===== src/rtl/uart_boot_streamer.sv =====
// rtl/uart_boot_streamer.sv - framed UART boot-image transmitter (STP marker, payload, ON marker)
module uart_boot_streamer #(
    parameter int         CLK_DIV   = 1085,
    parameter int         DATA_BITS = 8,
    parameter int         PARITY    = 0,
    parameter int         STOP_BITS = 1,
    parameter int         GAP_BITS  = 0,
    parameter logic [7:0] STP_BYTE  = 8'h55,
    parameter logic [7:0] ON_BYTE   = 8'hAA,
    parameter int         LEN_W     = 16
) (
    input  logic             Clk,
    input  logic             Rst,
    input  logic             start,
    input  logic [LEN_W-1:0] len,
    input  logic [7:0]       s_data,
    input  logic             s_valid,
    output logic             s_ready,
    output logic             TX,
    output logic             busy,
    output logic             done,
    output logic [LEN_W-1:0] byte_cnt
);
    localparam int            TW        = $clog2(CLK_DIV);
    localparam logic [TW-1:0] BIT_LAST  = TW'(CLK_DIV - 1);
    localparam logic [2:0]    DATA_LAST = 3'(DATA_BITS - 1);
    localparam logic [7:0]    STOP_LAST = 8'(STOP_BITS - 1);
    localparam logic [7:0]    GAP_LAST  = 8'(GAP_BITS - 1);
    localparam logic [7:0]    DATA_MASK = 8'((1 << DATA_BITS) - 1);

    typedef enum logic [2:0] {IDLE, HDR, PAY, TRL, FIN} xfer_e;
    typedef enum logic [2:0] {F_IDLE, F_START, F_DATA, F_PAR, F_STOP, F_GAP} frame_e;

    xfer_e            x_q;
    frame_e           f_q;
    logic [TW-1:0]    timer_q;
    logic [2:0]       bit_q;
    logic [7:0]       cnt_q;
    logic [7:0]       sh_q;
    logic             par_q;
    logic             tx_q;
    logic             busy_q;
    logic             done_q;
    logic [LEN_W-1:0] len_q;
    logic [LEN_W-1:0] byte_cnt_q;

    logic       bit_end, frame_end, more, hs, launch;
    logic [7:0] launch_byte;

    assign bit_end   = (timer_q == BIT_LAST);
    assign frame_end = bit_end && (((f_q == F_STOP) && (cnt_q == STOP_LAST) && (GAP_BITS == 0)) ||
                                   ((f_q == F_GAP) && (cnt_q == GAP_LAST)));
    assign more      = (byte_cnt_q != len_q);
    // Accepting in the last cycle of a frame lets the next start bit follow with no idle cycle.
    assign s_ready   = ((x_q == HDR) && frame_end && (len_q != '0)) ||
                       ((x_q == PAY) && more && ((f_q == F_IDLE) || frame_end));
    assign hs        = s_valid && s_ready;
    assign launch    = hs || ((x_q == IDLE) && start) ||
                       (frame_end && (((x_q == HDR) && (len_q == '0)) || ((x_q == PAY) && !more)));
    assign launch_byte = (x_q == IDLE) ? STP_BYTE : (hs ? s_data : ON_BYTE);

    always_ff @(posedge Clk or posedge Rst) begin
        if (Rst) begin
            x_q        <= IDLE;
            f_q        <= F_IDLE;
            timer_q    <= '0;
            bit_q      <= '0;
            cnt_q      <= '0;
            sh_q       <= '0;
            par_q      <= 1'b0;
            tx_q       <= 1'b1;
            busy_q     <= 1'b0;
            done_q     <= 1'b0;
            len_q      <= '0;
            byte_cnt_q <= '0;
        end else begin
            done_q <= 1'b0;
            if (launch) begin
                f_q     <= F_START;
                timer_q <= '0;
                tx_q    <= 1'b0;
                sh_q    <= launch_byte & DATA_MASK;
                par_q   <= (^(launch_byte & DATA_MASK)) ^ (PARITY == 1);
            end else if (f_q != F_IDLE) begin
                timer_q <= bit_end ? '0 : timer_q + TW'(1);
                if (bit_end) begin
                    case (f_q)
                        F_START: begin
                            f_q   <= F_DATA;
                            bit_q <= '0;
                            tx_q  <= sh_q[0];
                        end
                        F_DATA: begin
                            if (bit_q == DATA_LAST) begin
                                cnt_q <= '0;
                                if (PARITY != 0) begin
                                    f_q  <= F_PAR;
                                    tx_q <= par_q;
                                end else begin
                                    f_q  <= F_STOP;
                                    tx_q <= 1'b1;
                                end
                            end else begin
                                bit_q <= bit_q + 3'd1;
                                sh_q  <= sh_q >> 1;
                                tx_q  <= sh_q[1];
                            end
                        end
                        F_PAR: begin
                            f_q   <= F_STOP;
                            cnt_q <= '0;
                            tx_q  <= 1'b1;
                        end
                        F_STOP: begin
                            if (cnt_q == STOP_LAST) begin
                                cnt_q <= '0;
                                f_q   <= (GAP_BITS != 0) ? F_GAP : F_IDLE;
                            end else begin
                                cnt_q <= cnt_q + 8'd1;
                            end
                        end
                        F_GAP: begin
                            if (cnt_q == GAP_LAST) f_q <= F_IDLE;
                            else cnt_q <= cnt_q + 8'd1;
                        end
                        default: f_q <= F_IDLE;
                    endcase
                end
            end

            if (hs) byte_cnt_q <= byte_cnt_q + 1'b1;
            case (x_q)
                IDLE: if (start) begin
                    len_q      <= len;
                    byte_cnt_q <= '0;
                    busy_q     <= 1'b1;
                    x_q        <= HDR;
                end
                HDR: if (frame_end) x_q <= (len_q != '0) ? PAY : TRL;
                PAY: if (frame_end && !more) x_q <= TRL;
                TRL: if (frame_end) begin
                    x_q    <= FIN;
                    done_q <= 1'b1;
                    busy_q <= 1'b0;
                end
                FIN: x_q <= IDLE;
                default: x_q <= IDLE;
            endcase
        end
    end

    assign TX       = tx_q;
    assign busy     = busy_q;
    assign done     = done_q;
    assign byte_cnt = byte_cnt_q;
endmodule


===== config.mk =====
export PLATFORM = sky130hd
export DESIGN_NAME = uart_boot_streamer
export DESIGN_NICKNAME = d
export VERILOG_FILES = /design/src/rtl/uart_boot_streamer.sv
export SDC_FILE = /design/constraint.sdc
export NUM_CORES = 1
export LEC_CHECK = 0
export BUFFER_PORTS_ARGS = -buffer_cell sky130_fd_sc_hd__clkbuf_2
export CAP_MARGIN = 20
export CORE_AREA = 3 3 94 96
export DETAILED_ROUTE_END_ITERATION = 6
export DIE_AREA = 0 0 97 99
export PLACE_DENSITY_LB_ADDON = 0.3
export SLEW_MARGIN = 20
export SYNTH_ARGS = -nofsm -noshare
export SYNTH_HDL_FRONTEND = slang
export SYNTH_SLANG_ARGS = --single-unit

===== constraint.sdc =====
create_clock -name Clk -period 2.7 [get_ports Clk]
set_clock_uncertainty 0.15 [all_clocks]
set_input_delay 0.81 -clock Clk [delete_from_list [all_inputs] [get_ports Clk]]
set_output_delay 0.81 -clock Clk [all_outputs]
set_load 0.02 [all_outputs]

# After elaboration in Yosys (flattened, before gate mapping)
# Cells that the tools add are included.
# totals
regBits,71
latch_bits,0
ramBits,0
mem_bits_ro,0
input_bits,28
out_inout_bits,20
elab_cells,122
n_memories,0
# op_classes
n_addsub,4
multipliers,0
div_mod_pow,0
order_cmp,0
n_eq_ne,23
shift,0
n_mux,42
bitwise,1
reduce_logical,41
# op_table
op,n
two-way mux 8 bit,10
two-way mux 16 bit,3
two-way mux 11 bit,3
two-way mux 3 bit,11
one-hot mux 8 bit (4 select lines),1
"adder 16 x 1 -> 16 bit, second input constant",1
logical NOT 16 bit,1
!= test 16 bit,1
nonzero test 16 bit,1
one-hot mux 3 bit (5 select lines),1
"!= test 2 bit, second input constant",7
logical AND 1 bit,13
"== test 3 x 2 -> 1 bit, second input constant",4
one-hot mux 3 bit (4 select lines),1
"adder 11 x 1 -> 11 bit, second input constant",1
"== test 11 bit, second input constant",1
AND reduction 5 bit,2
nonzero test 2 bit,5
"== test 3 bit, second input constant",3
two-way mux 1 bit,9
"adder 8 x 1 -> 8 bit, second input constant",1
"== test 8 bit, second input constant",1
logical NOT 8 bit,1
AND reduction 4 bit,2
other kinds (17),27

# Depth between registers and ports, before layout
# depth
depth_word,12
depth_mapped,11
ltp_nobuf,9

# Least setup slack after synthesis
# OpenSTA, ideal clock, no wires.
# synth_timing
kind,flip-flop to output port
from,"reg byte_cnt_q[2], in the netlist byte_cnt[2]"
to,out s_ready
arrival_time_ns,1.702
required_ns,1.740
setup_slack_ns,0.038
path_stages_with_launch,7
n_path_buf,0
cell_sequence,dfrtp_1 xnor2_1 nand4_1 nor4_2 nand2b_1 a21oi_1 a41o_1
# synth_between
elab_chain_cells,4
# synth_rtl
item,line,source
"start, declared",45,logic [LEN_W-1:0] byte_cnt_q;
"start signal, assigned",131,if (hs) byte_cnt_q <= byte_cnt_q + 1'b1;
!= test 16 bit,53,assign more = (byte_cnt_q != len_q);
logical AND 1 bit (2 in a row),56,((x_q == PAY) && more && ((f_q == F_IDLE) || frame_end));
logical OR 1 bit,55,assign s_ready = ((x_q == HDR) && frame_end && (len_q != '0)) ||
"end, declared",18,"output logic s_ready,"
# No other way between the ends.

# Worst setup path in the final report
# layout_timing
from,reg cnt_q[0]
to,out s_ready
# layout_between
elab_chain_cells,7
elab_cells_between_ends,11
cone_classes,eq/ne (1); reduce/logical (10)
# layout_rtl
item,line,source
"start, declared",38,logic [7:0] cnt_q;
"start signal, assigned",119,cnt_q <= cnt_q + 8'd1;
"start signal, assigned",124,else cnt_q <= cnt_q + 8'd1;
== test 8 bit / logical NOT 8 bit (equally long branches),"52, 51",
logical AND 1 bit (on tied branches),"52, 51",
logical OR 1 bit *,51,assign frame_end = bit_end && (((f_q == F_STOP) && (cnt_q == STOP_LAST) && (GAP_BITS == 0)) ||
logical AND 1 bit *,51,
logical AND 1 bit / logical OR 1 bit (equally long branches),"55, 56",
logical AND 1 bit (on tied branches),"55, 56",
logical OR 1 bit *,55,
# Mark *: on every way between the ends. The rest lies on a longest branch, timed or not.

==> reports/results.tsv <==
metric	value	unit
finalHoldViolations	0	
setup_viol_count_final	26	
worst_slew_margin	0.333	
fin_area	5290	µm²
drt_first_pass_iters	4	
port_buffers	47	
areaGrowthSynthToFinish	31.9	%
cts_tree	done	
total_nets_final	587	
layout_min_cycle_time	3040	ps
grt_pass1_vias	3736	
clock_tree.htree_level_count	3	
required_time_worst_endpoint	1740	ps
static_leakage	2.59	nW
timing.hold.worst.start	timer_q[5]	
layout_setup_ws	-339	ps
cts_buffers	9	
critical_path.endpoint_type	output pin	
layout_common_cells	77 x nand2_1, 70 x dfrtp_1, 48 x buf_4	
syn-cell-area	4010	µm²
clock_sink_count	71	
root_buffer	clkbuf_8	
antenna_violating_nets_post_route	0	
layout_commonest_cell	nand2_1	
die_area	9600	µm²
ys_async_sr_fraction	1.00	
cp_slowest_cell	dfrtp_1	
drive_above_1_share	0.323	
cts-root-to-sink-buffers	2	
fp-row-count	33	
netlist-cell-type-count	55	
post-dp-hpwl	7.13	mm
drt_wl_total	10.6	mm
detail_route.iter0.violations	173	
worst_setup_path_startpoint	cnt_q[0]	
fp.dieH	99	µm
routed_via_density	5.81	
synth_edf_count	0	
timing.critical_path.max_delay_family	simple AND/OR/NAND/NOR gates	
cts_clk_pin_slew_worst_paths	70	ps
drt-wirelength-per-cell	16.1	µm
placement.cell_area	4680	µm²
number_of_max_cap_violations	0	
antenna_cells	0	
pwr_density_cell	375	nW/µm²
floorplan.die.width	97	µm
syn_area_per_cell	8.89	µm²
worst_ir_drop_vdd	234	µV
core_region_area	8130	µm²
drc_errors	0	
globalRoute.totalOverflow	0	
initial_utilization	0.493	
pre_cts_setup_slack	-103	ps
number_of_antenna_violations_at_the_first_check_in_global_routing	0	
min-delay-path-class	reg2reg	
worst_r2r_startpoint	cnt_q[0]	
fin_worst_hold_slack	341	ps
gp_congestion	0.899	
grt_start_max_net_pins	72	
timing_max_transition_violations_final	0	
finalCritPeriodShare	1.13	
grt_setup_unrepaired	true	
violations	setup timing	
seq_area_frac_synth	0.443	
yosys_most_used_dff	dfrtp_1	
synth-seq-cells	71	
cp.buffers_inverters	1	
maximum_achievable_frequency	0.329	GHz
startpoint_type	register	
worstPathMaxFanout	3	
synth_warnings	0	
timing.critical_path.cells	ha_2, nand4_1, or3_4, a21o_1, a21oi_2, a41o_1, clkbuf_8	
max_slew.worst_pin.slew	996	ps
critical_path.max_stage_delay	400	ps
grt.total_usage	0.223	
overall_via_count_from_detail_route	3830	
grt_first_pass_wirelength	17.4	mm
status	finished with violations	
timing.critical_path.arrival	2080	ps
clk_latency	350	ps
worstSetupPathType	reg2out	
netlist_instances	451	
num_io_pins	48	
synth.net_count	488	
[final timing paths]
path	endpoint	slack, ps	cells past startpoint
max	s_ready	-340	7
min	timer_q[5]	340	1
max reg2reg	byte_cnt[8]	-220	11
min reg2reg	timer_q[5]	340	1
max in group asynchronous	TX	1690	3
min in group asynchronous	cnt_q[4]	390	3
[what timing repair did]
item                                    CTS  global route
endpoints found under the setup margin   10            50
resized for setup                        32            43
pin swaps                                15            18
hold buffers                              0             0
buffers inserted                         10             3
gates cloned                              1             2
[cells in the mapped netlist (9+ instances only)]
cell,number,area [µm²]
and3_1,17,106
nand3_1,23,115
nor3_1,11,55.1
nand4_1,9,56.3
a21oi_1,23,115
inv_1,15,56.3
o21ai_0,19,95.1
nor2_1,28,105
ha_1,9,113
nand2_1,82,308
clkbuf_1,12,45.0
dfrtp_1,70,1750
xnor2_1,18,158
[where the power goes]
part           internal (mW)  switching [mW]  total [mW]
clock                  0.447           0.429       0.876
sequential              1.06               0        1.06
combinational         0.0173          0.0272      0.0445
total                   1.53           0.456        1.98
[cell families (layout without fill, tap and decap cells)]
family          after synthesis  in the layout  synth area share
buf+inv                      37            139            0.0406
flops                        71             71             0.443
fa+ha+maj                     9              9            0.0281
mux                          11             11            0.0284
xor+xnor                     21             21            0.0459
simple gates                214            215             0.269
compound gates               88             88             0.144
[metal layers]
layer | vias up | share of wire | global-route usage
met2 | 144 | 0.50 | 0.388
met4 | 0 | 0.023 | 0.0821
met5 | - | 0 | 0
met3 | 21 | 0.062 | 0.0453
met1 | 1852 | 0.41 | 0.274
li1 | 1813 | - | -
[state kept, by name (all words and copies together), names as in the netlist]
name	count
done	1
TX	1
len_q	16
bit_q	3
byte_cnt	16
busy	1
cnt_q	8
timer_q	11
sh_q	8
x_q	3
f_q	3
[final cells by class]
| class | instances | area, µm² |
|---|---|---|
| fillers | 633 | 2840 |
| multi-input cells | 344 | 2310 |
| flip-flops and latches | 71 | 1780 |
| repair buffers | 109 | 820 |
| clock buffers | 10 | 138 |
| well taps | 105 | 131 |
| inverters | 15 | 60.1 |
| clock inverters | 5 | 58.8 |
[stage by stage]
stage	power (mW)	std cells	utilization	setup TNS [ps]
after floorplan	1.10	451	-	0
after detailed placement	1.13	630	0.575	-519
after global placement	1.13	630	0.575	-35.1
final	1.98	659	0.651	-2440
after global routing	2.05	659	0.651	-5220
after CTS	1.99	656	0.624	-2900
Power figures use the tool's default switching activity.
